**config.mk**
```make
export PLATFORM = sky130hd
export DESIGN_NAME = ac_sweep_sequencer
export DESIGN_NICKNAME = d
export VERILOG_FILES = /design/src/rtl/ac_sweep_pkg.sv /design/src/rtl/ac_mag_accum.sv /design/src/rtl/ac_sweep_sequencer.sv
export SDC_FILE = /design/constraint.sdc
export NUM_CORES = 1
export LEC_CHECK = 0
export BUFFER_PORTS_ARGS = -buffer_cell sky130_fd_sc_hd__clkbuf_2
export CAP_MARGIN = 10
export CORE_MARGIN = 2
export CORE_UTILIZATION = 35
export DETAILED_ROUTE_END_ITERATION = 10
export PLACE_DENSITY = 0.67
export SYNTH_ARGS = -nofsm -noshare
export SYNTH_HDL_FRONTEND = slang
export SYNTH_SLANG_ARGS = --single-unit
```
**constraint.sdc**
```tcl
create_clock -name clk -period 4.62 [get_ports clk]
set_input_delay 0.231 -clock clk [delete_from_list [all_inputs] [get_ports clk]]
set_output_delay 0.231 -clock clk [all_outputs]
set_load 0.01 [all_outputs]
```
**src/rtl/ac_sweep_pkg.sv**
```systemverilog
`default_nettype none
// ------------------------------------------------------------------
// Module   : ac_sweep_pkg
// Purpose  : sweep state encoding, default widths, saturating |x|
// Revision : 1.0  initial release
// ------------------------------------------------------------------
package ac_sweep_pkg;
  localparam int c_fw_default   = 24;
  localparam int c_sw_default   = 16;
  localparam int c_dw_default   = 16;
  localparam int c_navg_default = 4;

  typedef enum logic [2:0] {
    S_IDLE    = 3'd0,
    S_PROGRAM = 3'd1,
    S_SETTLE  = 3'd2,
    S_MEASURE = 3'd3,
    S_EMIT    = 3'd4,
    S_FINISH  = 3'd5
  } state_t;

  // The most-negative code has no positive twin; clamp it to full scale.
  function automatic logic [c_dw_default-1:0] abs_sat(input logic signed [c_dw_default-1:0] i_x);
    logic [c_dw_default-1:0] w_r;
    if (i_x == {1'b1, {(c_dw_default-1){1'b0}}})
      w_r = {1'b0, {(c_dw_default-1){1'b1}}};
    else if (i_x[c_dw_default-1])
      w_r = -i_x;
    else
      w_r = i_x;
    return w_r;
  endfunction
endpackage
`default_nettype wire

```
**src/rtl/ac_mag_accum.sv**
```systemverilog
`default_nettype none
// ------------------------------------------------------------------
// Module   : ac_mag_accum
// Purpose  : accumulates |sample| over 2^NAVG_LOG2 strobes, returns mean
// Revision : 1.0  initial release
// ------------------------------------------------------------------
module ac_mag_accum
  import ac_sweep_pkg::*;
#(
  parameter int DW        = c_dw_default,
  parameter int NAVG_LOG2 = c_navg_default
) (
  input  logic                 clk,
  input  logic                 rst,
  input  logic                 i_clr,
  input  logic                 i_en,
  input  logic signed [DW-1:0] i_sample,
  output logic        [DW-1:0] o_mag,
  output logic                 o_last
);
  localparam int AW = DW + NAVG_LOG2;

  logic [AW-1:0]        r_acc;
  logic [NAVG_LOG2-1:0] r_cnt;
  logic [DW-1:0]        w_abs;
  logic [AW-1:0]        w_sum;

  assign w_abs  = abs_sat(i_sample);
  assign w_sum  = r_acc + {{NAVG_LOG2{1'b0}}, w_abs};
  // Mean includes the sample being accepted on the final strobe.
  assign o_mag  = w_sum[AW-1:NAVG_LOG2];
  assign o_last = i_en && (r_cnt == {NAVG_LOG2{1'b1}});

  always_ff @(posedge clk or posedge rst) begin
    if (rst) begin
      r_acc <= '0;
      r_cnt <= '0;
    end else if (i_clr) begin
      r_acc <= '0;
      r_cnt <= '0;
    end else if (i_en) begin
      r_acc <= w_sum;
      r_cnt <= r_cnt + 1'b1;
    end
  end
endmodule
`default_nettype wire

```
**src/rtl/ac_sweep_sequencer.sv**
```systemverilog
`default_nettype none
// ------------------------------------------------------------------
// Module   : ac_sweep_sequencer
// Purpose  : stepped AC sweep: program DDS, settle, average |Vout|, emit
// Revision : 1.0  initial release
// ------------------------------------------------------------------
module ac_sweep_sequencer
  import ac_sweep_pkg::*;
#(
  parameter int FW        = c_fw_default,
  parameter int SW        = c_sw_default,
  parameter int DW        = c_dw_default,
  parameter int NAVG_LOG2 = c_navg_default
) (
  input  logic                 clk,
  input  logic                 rst,
  input  logic                 i_start,
  input  logic                 i_abort,
  input  logic [FW-1:0]        i_f_start,
  input  logic [FW-1:0]        i_f_step,
  input  logic [15:0]          i_n_points,
  input  logic [SW-1:0]        i_settle_cycles,
  output logic                 o_busy,
  output logic                 o_done,
  output logic [FW-1:0]        o_src_freq,
  output logic                 o_src_valid,
  input  logic                 i_src_ready,
  input  logic signed [DW-1:0] i_adc_sample,
  input  logic                 i_adc_valid,
  output logic [FW-1:0]        o_res_freq,
  output logic [DW-1:0]        o_res_mag,
  output logic                 o_res_valid,
  input  logic                 i_res_ready
);
  state_t        r_state, w_next;
  logic [FW-1:0] r_cur_freq, r_f_step, r_res_freq;
  logic [SW-1:0] r_settle, r_settle_cnt;
  logic [15:0]   r_pts_left;
  logic [DW-1:0] r_res_mag, w_mag;
  logic          r_done, w_last, w_clr, w_en, w_go, w_src_hs, w_res_hs;

  // Abort overrides every handshake in the same cycle.
  assign w_go     = i_start && !i_abort;
  assign w_src_hs = (r_state == S_PROGRAM) && i_src_ready && !i_abort;
  assign w_res_hs = (r_state == S_EMIT) && i_res_ready && !i_abort;
  assign w_en     = (r_state == S_MEASURE) && i_adc_valid && !i_abort;
  assign w_clr    = (r_state == S_IDLE) || i_abort || w_res_hs;

  ac_mag_accum #(
    .DW        (DW),
    .NAVG_LOG2 (NAVG_LOG2)
  ) u_accum (
    .clk      (clk),
    .rst      (rst),
    .i_clr    (w_clr),
    .i_en     (w_en),
    .i_sample (i_adc_sample),
    .o_mag    (w_mag),
    .o_last   (w_last)
  );

  always_ff @(posedge clk or posedge rst) begin
    if (rst) r_state <= S_IDLE;
    else     r_state <= w_next;
  end

  always_comb begin
    w_next = r_state;
    case (r_state)
      S_IDLE:    if (w_go) w_next = (i_n_points == 16'd0) ? S_FINISH : S_PROGRAM;
      S_PROGRAM: if (i_src_ready) w_next = (r_settle == '0) ? S_MEASURE : S_SETTLE;
      S_SETTLE:  if (r_settle_cnt == SW'(1)) w_next = S_MEASURE;
      S_MEASURE: if (w_last) w_next = S_EMIT;
      S_EMIT:    if (i_res_ready) w_next = (r_pts_left == 16'd1) ? S_FINISH : S_PROGRAM;
      S_FINISH:  w_next = S_IDLE;
      default:   w_next = S_IDLE;
    endcase
    if (i_abort && (r_state != S_IDLE)) w_next = S_IDLE;
  end

  always_ff @(posedge clk or posedge rst) begin
    if (rst) begin
      r_cur_freq   <= '0;
      r_f_step     <= '0;
      r_res_freq   <= '0;
      r_res_mag    <= '0;
      r_settle     <= '0;
      r_settle_cnt <= '0;
      r_pts_left   <= '0;
      r_done       <= 1'b0;
    end else begin
      r_done <= (r_state == S_FINISH) && !i_abort;
      if ((r_state == S_IDLE) && w_go) begin
        r_f_step   <= i_f_step;
        r_pts_left <= i_n_points;
        r_settle   <= i_settle_cycles;
        r_cur_freq <= i_f_start;
      end
      if (w_src_hs)
        r_settle_cnt <= r_settle;
      else if (r_state == S_SETTLE)
        r_settle_cnt <= r_settle_cnt - SW'(1);
      if (w_last) begin
        r_res_mag  <= w_mag;
        r_res_freq <= r_cur_freq;
      end
      if (w_res_hs) begin
        r_pts_left <= r_pts_left - 16'd1;
        r_cur_freq <= r_cur_freq + r_f_step;
      end
    end
  end

  assign o_busy      = (r_state != S_IDLE);
  assign o_done      = r_done;
  assign o_src_valid = (r_state == S_PROGRAM);
  assign o_src_freq  = r_cur_freq;
  assign o_res_valid = (r_state == S_EMIT);
  assign o_res_freq  = r_res_freq;
  assign o_res_mag   = r_res_mag;
endmodule
`default_nettype wire
```
After elaboration in Yosys (flattened, before gate mapping)
Index checks and enable logic that the tools add are counted.
- bits in writable memories: 0
- bits in latches: 0
- logic and storage cells: 75
- memory bits (read-only): 0
- bits in registers: 164
- bits of input ports: 103
- memories: 0
- div/mod/pow operators: 0
- bitwise logic cells: 0
- add/subtract/negate cells: 6
- order comparisons: 0
- reduce and logical (&&, ||, !) cells: 22
- eq/ne operators: 14
- multiply operators: 0
- muxes and demuxes: 22
- shift-type cells: 0
- operators by type and width (cell ; count):
    16-bit two-way mux ; 6
    24-bit two-way mux ; 2
    20-bit two-way mux ; 2
    16-bit by 1-bit equality test with 1-bit output (second input constant) ; 2
    16-bit logical NOT ; 2
    16-bit by 1-bit subtractor with 16-bit output (second input constant) ; 2
    24-bit adder ; 1
    3-bit two-way mux ; 8
    20-bit by 16-bit adder with 20-bit output ; 1
    16-bit equality test (second input constant) ; 1
    16-bit negation ; 1
    3-bit case mux with 5 select lines ; 1
    1-bit logical AND ; 11
    3-bit by 1-bit inequality test with 1-bit output (second input constant) ; 3
    4-bit two-way mux ; 2
    3-bit by 2-bit equality test with 1-bit output (second input constant) ; 2
    3-bit equality test (second input constant) ; 2
    2-bit nonzero test ; 3
    5-bit AND reduction ; 1
    4-bit by 1-bit adder with 4-bit output (second input constant) ; 1
    4-bit equality test (second input constant) ; 1
    3-bit by 1-bit equality test with 1-bit output (second input constant) ; 1
    3-bit logical NOT ; 1
    3-bit by 2-bit inequality test with 1-bit output (second input constant) ; 1
    5 further kinds ; 6

Logic depth before layout (Yosys ltp)
Gate-level depths: netlist of run 1.
- depth after elaboration: 7
- depth in mapped cells: 17

Modules after synthesis
Synthesis of run 1 repeated with hierarchy kept, for this count alone.
- cell total of the unflattened synthesis: 1113
- area, all modules: 9937.0 µm²
- modules (own cells, without submodules) (module ; instances ; cells an instance ; sequential area each (µm²) ; area each (µm²)):
    ac_sweep_sequencer ; 1 ; 799 ; 3503.4 ; 7430.9
    ac_mag_accum ; 1 ; 314 ; 600.6 ; 2506.2

Worst setup path before layout of run 1
Ideal clock, no wire load.
- path kind: input to register
- start point: in i_adc_sample[10]
- end point: reg r_res_mag[14], in the netlist o_res_mag[14]
- setup time: 0.129 ns
- buffers on the path: 1
- path slack: 1.279 ns
- cell stages on the path: 14
- arrival: 3.212 ns
- cell sequence: or4_1 nor3_1 nand2_1 clkbuf_1 nand2_1 ha_1 a21o_1 a31o_2 a2111oi_0 nor3_1 a211oi_2 nor2_1 xnor2_1 o21ai_0
- longest elaborated chain between the ends: 4
- elaborated cells between the ends (all ways): 5
- those cells by class: add/sub (2); eq/ne (1); mux (2)
- ends and longest elaborated chain (element ; RTL line ; text):
    from (decl) ; ac_sweep_sequencer.sv:28 ; input logic signed [DW-1:0] i_adc_sample,
    16-bit negation ; ac_sweep_pkg.sv:28 ; w_r = -i_x;
    16-bit two-way mux ; ac_sweep_pkg.sv:27 ; else if (i_x[c_dw_default-1])
    16-bit two-way mux (*) ; ac_sweep_pkg.sv:25 ; if (i_x == {1'b1, {(c_dw_default-1){1'b0}}})
    20-bit by 16-bit adder with 20-bit output (*) ; ac_mag_accum.sv:29 ; assign w_sum = r_acc + {{NAVG_LOG2{1'b0}}, w_abs};
    to (signal assigned) ; ac_sweep_sequencer.sv:104 ; r_res_mag <= w_mag;
    to (decl) ; ac_sweep_sequencer.sv:39 ; logic [DW-1:0] r_res_mag, w_mag;
Every way passes the cells marked *; elsewhere a longest branch is shown, timed or not.
A chain may end at the register's enable or synchronous reset.

Worst setup path after layout of run 1
- start point: in i_adc_sample[0]
- end point: reg r_res_mag[14], in the netlist o_res_mag[14]
Same word-level chain as after synthesis.

==> flow_summary.ini, run 1 <==
[critical_path]
r2r-start = o_src_freq[0]$_DFFE_PP0P_
reg2reg_to = o_src_freq[18]$_DFFE_PP0P_
cp-end-kind = flip-flop
cp.arrival_ps = 3800
required_ps = 4910
crit_fanout = 13
r2r_cells = 11
start_kind = input pin
reg2reg_slack_ps = 1340
crit_path_end = o_res_mag[14]$_DFFE_PP0P_
crit_type = input pin to flip-flop
cp-startpoint = i_adc_sample[0]

[finish]
final_common_cell = nand2_1
n_fill_cell = 2508
fin_cells = 1578
drive_above_1_share_pct = 21.6
design_area_sq_um = 11500
diodes = 0
syn2layout_area_growth_pct = 22.8
final_nets = 1381
final_cell_mix = nand2_1, clkbuf_2, dfrtp_1, a21oi_1, nor2_1

[routing]
avgRoutedWirePerCell_um = 16.3
drc = 0
routed_wirelength_mm = 25.8
drtAntennaViolNets = 0
first_iter_violations = 605
dr.pass1.iters = 5
via_per_inst = 5.30
vias = 8369

[power_and_ir_drop]
pwr-share-seq_pct = 36.5
power_frac_comb_pct = 39.7
switching_power_mw = 2.51
p_per_area_nw_per_um2 = 538
p_leak_nw = 5.68
internal_power_mw = 3.69
peakVddDrop_uv = 239
switching_share_pct = 40.5
pwr-share-clk_pct = 23.8

[grt]
track_usage_pct = 18.7
grt_max_degree = 70
grt_antenna_before_repair = 0
grt_first_pass_wirelength_mm = 42.5
grt-ovfl-total = 0
grt_pass1_vias = 8391

[clocking]
hold_buffers = 34
htree_num_levels = 4
cts_buffers = 17
clkTransAtPathRegs_ps = 70
cts_tree = yes
clockRootBuffer = clkbuf_16
clock_latency_ps = 440
postCtsResizedCells = 0
postCtsSetupRepairBufs = 0
cts.sinks = 164
clockBufferDepth = 2

[floorplan]
core_sq_um = 26200
io_pins = 171
die_height_um = 168
dieArea_sq_um = 28100
row_count = 59
fp.dieW_um = 168
start_util_pct = 35.8

[run_status]
status = finished, final reports clean

[synthesis]
yosys.area.top_type = dfrtp_1
synth_edf_count = 0
async_flop_share_pct = 100
synth_seq_cells = 164
ys_seq_area_share_pct = 43.7
synth_cell_type_count = 70
synth_nets = 1188
yosys_warnings = 0
avgSynthCellArea_sq_um = 9.05
synth_top_area_share_pct = 43.7
synth_cells = 1037
dominantRegCellSynth = dfrtp_1
syn_area_sq_um = 9390
ys_top_cells_by_area = dfrtp_1, nand2_1, ha_1, mux2_2, a21oi_1

[timing]
setup_slack_ps = 1110
fin_crit_ps = 3510
tightest_slew_ps = 930
grt_setup_unrepaired = false
fin_skew_ps = 15.4
max_clock_freq_mhz = 285
setup-tns-final_ps = 0
slew_violations = 0
hold_violations = 0
period_share_pct = 75.9
setup_viol = 0
slew_headroom_pct = 38.0

[worst_hold_path]
hold_path.class = input pin to flip-flop
hold_path.startpoint = i_settle_cycles[11]

[placement]
portBuffers = 170
placed_area_sq_um = 10600
dp_cells = 1512
gp_congestion = 0.851
dp_hpwl_mm = 18.2
pre_cts_ws_ps = 654

[run]
maxCapViolCount = 0
-- critical path: stages --
cell       delay [ps]
clkbuf_2          100
inv_1              50
ha_1              210
nand2b_1          110
nand2b_1          210
nor3_1            100
nand2_1           300
nand2_1           110
ha_1              220
fa_1              400
a21o_1            190
a31o_2            250
a2111oi_0         400
nor3_1            190
a211oi_2          370
nor2_1            110
xnor2_1           140
o21ai_0            90
-- Yosys cell counts, drive strengths merged, types with 19 or more instances --
cell,n
nand2,257
a21oi,63
a21o,26
inv,20
nand3,27
o21ai,50
xor2,27
xnor2,25
ha,46
nor3,19
nor2,60
clkbuf,31
mux2,35
dfrtp,164
-- cells by family after synthesis --
logic type               count (synthesis)  share of synthesized area (%)
XOR/XNOR                                52                           4.85
AO/OA/AOI/OAI                          246                           17.4
flip-flops                             164                           43.7
buffers and inverters                   61                           2.68
adder cells (fa/ha/maj)                 48                           6.56
multiplexers                            35                           4.20
AND/OR/NAND/NOR                        431                           20.6
-- sequential cells by signal, indices dropped and copies added (netlist names) --
register and cells:
r_settle_cnt 16, r_pts_left 16, o_done 1, r_state 3, o_res_mag 16, o_res_freq 24, u_accum.r_acc 20, r_f_step 24
o_src_freq 24, u_accum.r_cnt 4, r_settle 16
-- area by class of cell --
class                      count  area [sq um]  share of cell area (%)
inverter                      20          78.8                   0.684
clock inverter                14           164                    1.42
sequential                   164          4100                    35.6
tap                          335           419                    3.64
clock buffer                  18           439                    3.81
timing repair buffer         215          1270                    11.1
multi-input combinational    812          5040                    43.8
-- through the flow --
stage	util (%)	total power, mW	hold WS, ps
3_5_place_dp	40.4	4.69	356
6_report	44.0	6.20	11.3
2_1_floorplan	-	3.98	336
4_1_cts	44.0	6.24	3.08
3_3_place_gp	40.4	4.65	347
5_1_grt	44.0	6.69	19.1
-- metal layers --
| layer | vias up | GRT usage, % | part of all wire [%] |
|---|---|---|---|
| met5 | - | 0 | 0 |
| met4 | 0 | 4.65 | 1.5 |
| met3 | 30 | 4.44 | 5.7 |
| met2 | 232 | 32.0 | 48 |
| met1 | 4029 | 23.8 | 45 |
| li1 | 4078 | - | - |
-- power by group through the flow --
stage / logic [mW] / registers [mW] / clock network, mW
after global placement: 2.39 / 2.26 / 0
after global routing: 2.79 / 2.32 / 1.57
after detailed placement: 2.41 / 2.28 / 0
final: 2.46 / 2.26 / 1.48
after floorplan: 1.79 / 2.19 / 0
after CTS: 2.46 / 2.26 / 1.51
-- how the worst min path moves through the flow --
stage,endpoint,slack (ps),cells past startpoint
after floorplan,r_f_step[0]$_DFFE_PP0P_,340,2
after global placement,r_f_step[9]$_DFFE_PP0P_,350,2
after detailed placement,r_f_step[8]$_DFFE_PP0P_,360,2
after CTS,r_settle[13]$_DFFE_PP0P_,3,3
after global routing,r_f_step[2]$_DFFE_PP0P_,20,3
final,r_settle[11]$_DFFE_PP0P_,10,3
Power figures use the tool's default switching activity.
==> run 2, diff against run 1 <==
clock period = 3.1 ns   (was 4.62 ns; I/O delays follow)
==> flow_summary.ini, run 2 (synthesis results as in run 1) <==
[power_and_ir_drop]
pwr-share-clk_pct = 22.0
peakVddDrop_uv = 381
p_leak_nw = 6.09
pwr-share-seq_pct = 36.5
switching_power_mw = 3.77
internal_power_mw = 5.45
p_per_area_nw_per_um2 = 748
switching_share_pct = 40.9
power_mw = 9.22
power_frac_comb_pct = 41.4

[finish]
final_common_cell = nand2_1
final_cell_mix = nand2_1, clkbuf_2, dfrtp_1, dlygate4sd3_1
drive_above_1_share_pct = 24.8
syn2layout_area_growth_pct = 31.3
fin_cells = 1667
final_nets = 1469

[timing]
tightest_slew_ps = 788
whs_ps = 19.8
period_share_pct = 95.1
fin_skew_ps = 16.1
max_clock_freq_mhz = 339
slew_headroom_pct = 47.3
slew_violations = 0
setup_viol = 0
fin_crit_ps = 2950
grt_setup_unrepaired = false
hold_violations = 0

[placement]
portBuffers = 170
dp_cells = 1564
dp_hpwl_mm = 19.2
gp_congestion = 0.877

[critical_path]
start_kind = flip-flop
crit_fanout = 4
cp-end-kind = flip-flop
crit_type = flip-flop to flip-flop
cp.arrival_ps = 3270
required_ps = 3420

[clocking]
clockBufferDepth = 2
clockRootBuffer = clkbuf_16
clock_latency_ps = 430
htree_num_levels = 4
cts_buffers = 17
cts.sinks = 164
cts_tree = yes
clkTransAtPathRegs_ps = 70

[run_status]
status = finished, final reports clean

[grt]
grt_max_degree = 76
grt-ovfl-total = 0
grt_pass1_vias = 8686
use_met1_pct = 25.0
grtUsageMet2_pct = 32.0
grt_first_pass_wirelength_mm = 43.4
track_usage_pct = 19.0
grtUsageMet3_pct = 4.16
top_usage_layer = met2
grt_antenna_before_repair = 2

[floorplan]
core_sq_um = 26200
dieArea_sq_um = 28100
fp.dieW_um = 168
die_height_um = 168
row_count = 59
start_util_pct = 35.8
io_pins = 171

[worst_hold_path]
hold_path.class = input pin to flip-flop

[routing]
drc = 0
first_iter_violations = 655
dr.pass1.iters = 5
avgRoutedWirePerCell_um = 16.0
via_per_inst = 5.25
routed_wirelength_mm = 26.7
drtAntennaViolNets = 0
vias = 8750

[run]
maxCapViolCount = 0
[run 2: cell types whose count changed in the layout (fill, tap and decap cells not counted), moves of 2 or more]
cell           change
dlygate4sd3_1     +34
nor3_1             -2
buf_12             +3
inv_6              +2
buf_4             +51
bufinv_16          -2
[run 2: what timing repair did]
action,4_1_cts,5_1_grt
gates resized for setup,0,5
endpoints found under the setup margin,0,7
hold buffers,68,0
buffers inserted,0,2
hold endpoints to repair,96,0
[run 2: worst paths after layout]
check / from / slack (ps) / cells after the start / endpoint
max in group asynchronous: rst / 1890 / 4 / r_settle_cnt[0]$_DFFE_PP0P_
setup / recovery: o_src_freq[0]$_DFFE_PP0P_ / 150 / 12 / o_src_freq[22]$_DFFE_PP0P_
hold reg to reg: r_f_step[11]$_DFFE_PP0P_ / 480 / 2 / r_f_step[11]$_DFFE_PP0P_
hold / removal: i_f_start[5] / 20 / 3 / o_src_freq[5]$_DFFE_PP0P_
min in group asynchronous: rst / 410 / 3 / o_src_freq[9]$_DFFE_PP0P_
setup reg to reg: o_src_freq[0]$_DFFE_PP0P_ / 150 / 12 / o_src_freq[22]$_DFFE_PP0P_
[run 2: stage by stage]
step,instance area [sq um],TNS (ps),utilization (%),worst slack [ps]
2_1_floorplan,9430,0,-,7.30
3_3_place_gp,11000,-1520,42.1,-284
3_5_place_dp,11000,-2480,42.1,-343
4_1_cts,12300,0,46.8,93.2
5_1_grt,12300,0,47.0,6.20
6_report,12300,0,47.0,152
[run 2: cell type report]
type                            instances  area, sq um
Clock buffer                           18          439
Multi-Input combinational cell        812         5110
Antenna cell                            1         2.50
Fill cell                            2493        13900
Inverter                               20         78.8
Sequential cell                       164         4100
Clock inverter                         14          114
Tap cell                              335          419
Timing Repair Buffer                  303         2060
[run 2: power groups by stage]
stage	Combinational (mW)	Clock, mW	Sequential (mW)
2_1_floorplan	2.67	0	3.27
3_3_place_gp	3.64	0	3.38
3_5_place_dp	3.72	0	3.39
4_1_cts	3.82	2.08	3.36
5_1_grt	4.29	2.17	3.46
6_report	3.82	2.03	3.37
[run 2: layer usage]
layer / routed length, um / part of all wire [%]
met5: 0 / 0
met4: 389 / 1.5
met1: 12200 / 46
met3: 1400 / 5.2
met2: 12700 / 48
[run 2: worst max-delay path: stages, from the launching register on]
cell,delay (ps)
dfrtp_1,420
ha_1,210
inv_1,60
fa_1,400
nor2b_1,190
o21bai_1,110
a211oi_1,300
o21ai_0,190
buf_4,180
nor3_1,230
o21ai_0,140
a21o_1,190
a31o_2,220
==> run 3, diff against run 2 <==
CORE_UTILIZATION = 40   (was 35)
PLACE_DENSITY = 0.73   (was 0.67)
SYNTH_HIERARCHICAL = 1   (was default)
==> flow_summary.ini, run 3 <==
[run_status]
status = finished, final reports clean

[critical_path]
cp-end-kind = flip-flop
crit_fanout = 5
cp-startpoint = i_adc_sample[7]
reg2reg_to = o_src_freq[20]$_DFFE_PP0P_
crit_type = input pin to flip-flop
reg2reg_slack_ps = 330
start_kind = input pin
r2r_cells = 10
cp.arrival_ps = 3150
crit_path_end = o_res_mag[9]$_DFFE_PP0P_
required_ps = 3410
r2r-start = o_src_freq[0]$_DFFE_PP0P_

[synthesis]
synth_cell_type_count = 77
synth_edf_count = 0
synth_top_area_share_pct = 41.3
yosys_warnings = 6
yosysMostFrequentCell = nand2_1
syn_area_sq_um = 9940
synth_nets = 1264
avgSynthCellArea_sq_um = 8.93
synth-simple-area-share_pct = 22.3
yosys.area_share.xor_xnor_pct = 4.14
synth_top_cells_by_count = nand2_1, dfrtp_1, nor2_1
yosys.area.top_type = dfrtp_1
async_flop_share_pct = 100
yosys.area_share.adder_pct = 6.19
synth_top_family_by_area = simple AND/OR/NAND/NOR gates
ys_top_cells_by_area = dfrtp_1, nand2_1, ha_1, mux2_2, a21oi_1
ys_seq_area_share_pct = 41.3
synth_seq_cells = 164
synth_compound_area_share_pct = 16.8
dominantRegCellSynth = dfrtp_1
synth_cells = 1113
muxShareOfSynthArea_pct = 6.08

[clocking]
clockRootBuffer = clkbuf_16
clkTransAtPathRegs_ps = 70
clockBufferDepth = 2
cts_buffers = 17
clock_latency_ps = 430
htree_num_levels = 4
cts.sinks = 164
postCtsSetupRepairBufs = 0
cts_tree = yes

[floorplan]
row_count = 57
die_height_um = 162
fp.dieW_um = 162
io_pins = 171
start_util_pct = 40.9
core_sq_um = 24300
dieArea_sq_um = 26100

[timing]
setup-tns-final_ps = 0
setup_viol = 0
fin_crit_ps = 2840
tightest_slew_ps = 1020
grt_setup_unrepaired = false
max_clock_freq_mhz = 353
fin_skew_ps = 8.46
slew_violations = 0
hold_violations = 0
period_share_pct = 91.5
slew_headroom_pct = 32.0

[grt]
grt_antenna_before_repair = 0
track_usage_pct = 21.5
grt_first_pass_wirelength_mm = 45.9
grt-ovfl-total = 0
grt_pass1_vias = 9272
grt_max_degree = 86

[finish]
diodes = 0
final_common_cell = nand2_1
final_nets = 1522
drive_above_1_share_pct = 24.3
final_cell_mix = nand2_1, clkbuf_2, dfrtp_1, nor2_1, a21oi_1
syn2layout_area_growth_pct = 27.5
utilization_pct = 52.1

[routing]
via_per_inst = 5.51
dr.pass1.iters = 5
drtAntennaViolNets = 0
first_iter_violations = 711
vias = 9414
routed_wirelength_mm = 27.8
avgRoutedWirePerCell_um = 16.2
drc = 0

[placement]
gp_congestion = 0.907
dp_hpwl_mm = 19.4
portBuffers = 170

[power_and_ir_drop]
power_frac_comb_pct = 43.3
peakVddDrop_uv = 490
pwr-share-seq_pct = 35.1
switching_power_mw = 4.09
p_per_area_nw_per_um2 = 770
pwr-share-clk_pct = 21.5
p_leak_nw = 6.07
internal_power_mw = 5.67
switching_share_pct = 41.9

[worst_hold_path]
hold_path.class = input pin to flip-flop
hold_path.startpoint = i_n_points[6]

[run]
maxCapViolCount = 0
## run 3: worst max-delay path: stages
cell and delay (ps):
clkbuf_2 90, or3_1 410, nor4_2 200, and2b_1 190, nand2_1 120, o211ai_1 190
ha_1 300, a211oi_1 420, o31ai_4 130, a221oi_2 310, or3_4 190, nand2_1 60
xor2_1 140, mux2_2 260
## run 3: how the worst min path moves through the flow
stage / endpoint / depth (start not counted)
floorplan: u_accum/r_acc[0]$_DFFE_PP0P_ / 1
global placement: r_f_step[2]$_DFFE_PP0P_ / 3
detailed placement: r_settle_cnt[8]$_DFFE_PP0P_ / 3
CTS: r_pts_left[6]$_DFFE_PP0P_ / 3
global route: r_pts_left[12]$_DFFE_PP0P_ / 3
finish: r_pts_left[6]$_DFFE_PP0P_ / 3
## run 3: cells by family (layout without fill, tap and decap cells)
family,Yosys count,count (layout)
AND/OR/NAND/NOR,472,472
AO/OA/AOI/OAI,245,245
flip-flops,164,164
buffers and inverters,82,353
multiplexers,55,55
adder cells (fa/ha/maj),48,48
XOR/XNOR,47,47
## run 3: through the flow
step	instances	total power, mW	area (sq um)	setup slack [ps]	hold slack, ps
2_1_floorplan	1113	6.30	9940	22.2	170
3_3_place_gp	1616	7.38	11500	-92.8	349
3_5_place_dp	1616	7.50	11500	-177	347
4_1_cts	1708	9.71	12700	255	4.20
5_1_grt	1708	10.5	12700	1.83	23.0
6_report	1708	9.76	12700	264	13.3
## run 3: what timing repair did
item                       4_1_cts  5_1_grt
hold buffers                    60        0
hold endpoints to repair       144        0
gates resized for setup          0        0
setup endpoints to repair        0        0
## run 3: power groups by stage
stage | registers (mW) | logic [mW] | clock network [mW]
after global routing | 3.51 | 4.73 | 2.23
after detailed placement | 3.43 | 4.07 | 0
final | 3.43 | 4.23 | 2.10
after CTS | 3.40 | 4.17 | 2.14
after global placement | 3.40 | 3.98 | 0
after floorplan | 3.29 | 3.01 | 0
## run 3: layout make-up
cell class | instances | area (sq um)
tap | 324 | 405
multi-input combinational | 867 | 5520
sequential | 164 | 4100
fill | 2202 | 11600
inverter | 29 | 113
timing repair buffer | 292 | 1950
clock inverter | 11 | 118
clock buffer | 21 | 460
## run 3: per-layer routing
layer	wire, um	global-route usage [%]	part of all wire (%)
met4	692	6.56	2.5
met5	0	0	0
met3	1780	3.90	6.4
met1	12100	28.3	44
met2	13100	36.4	47
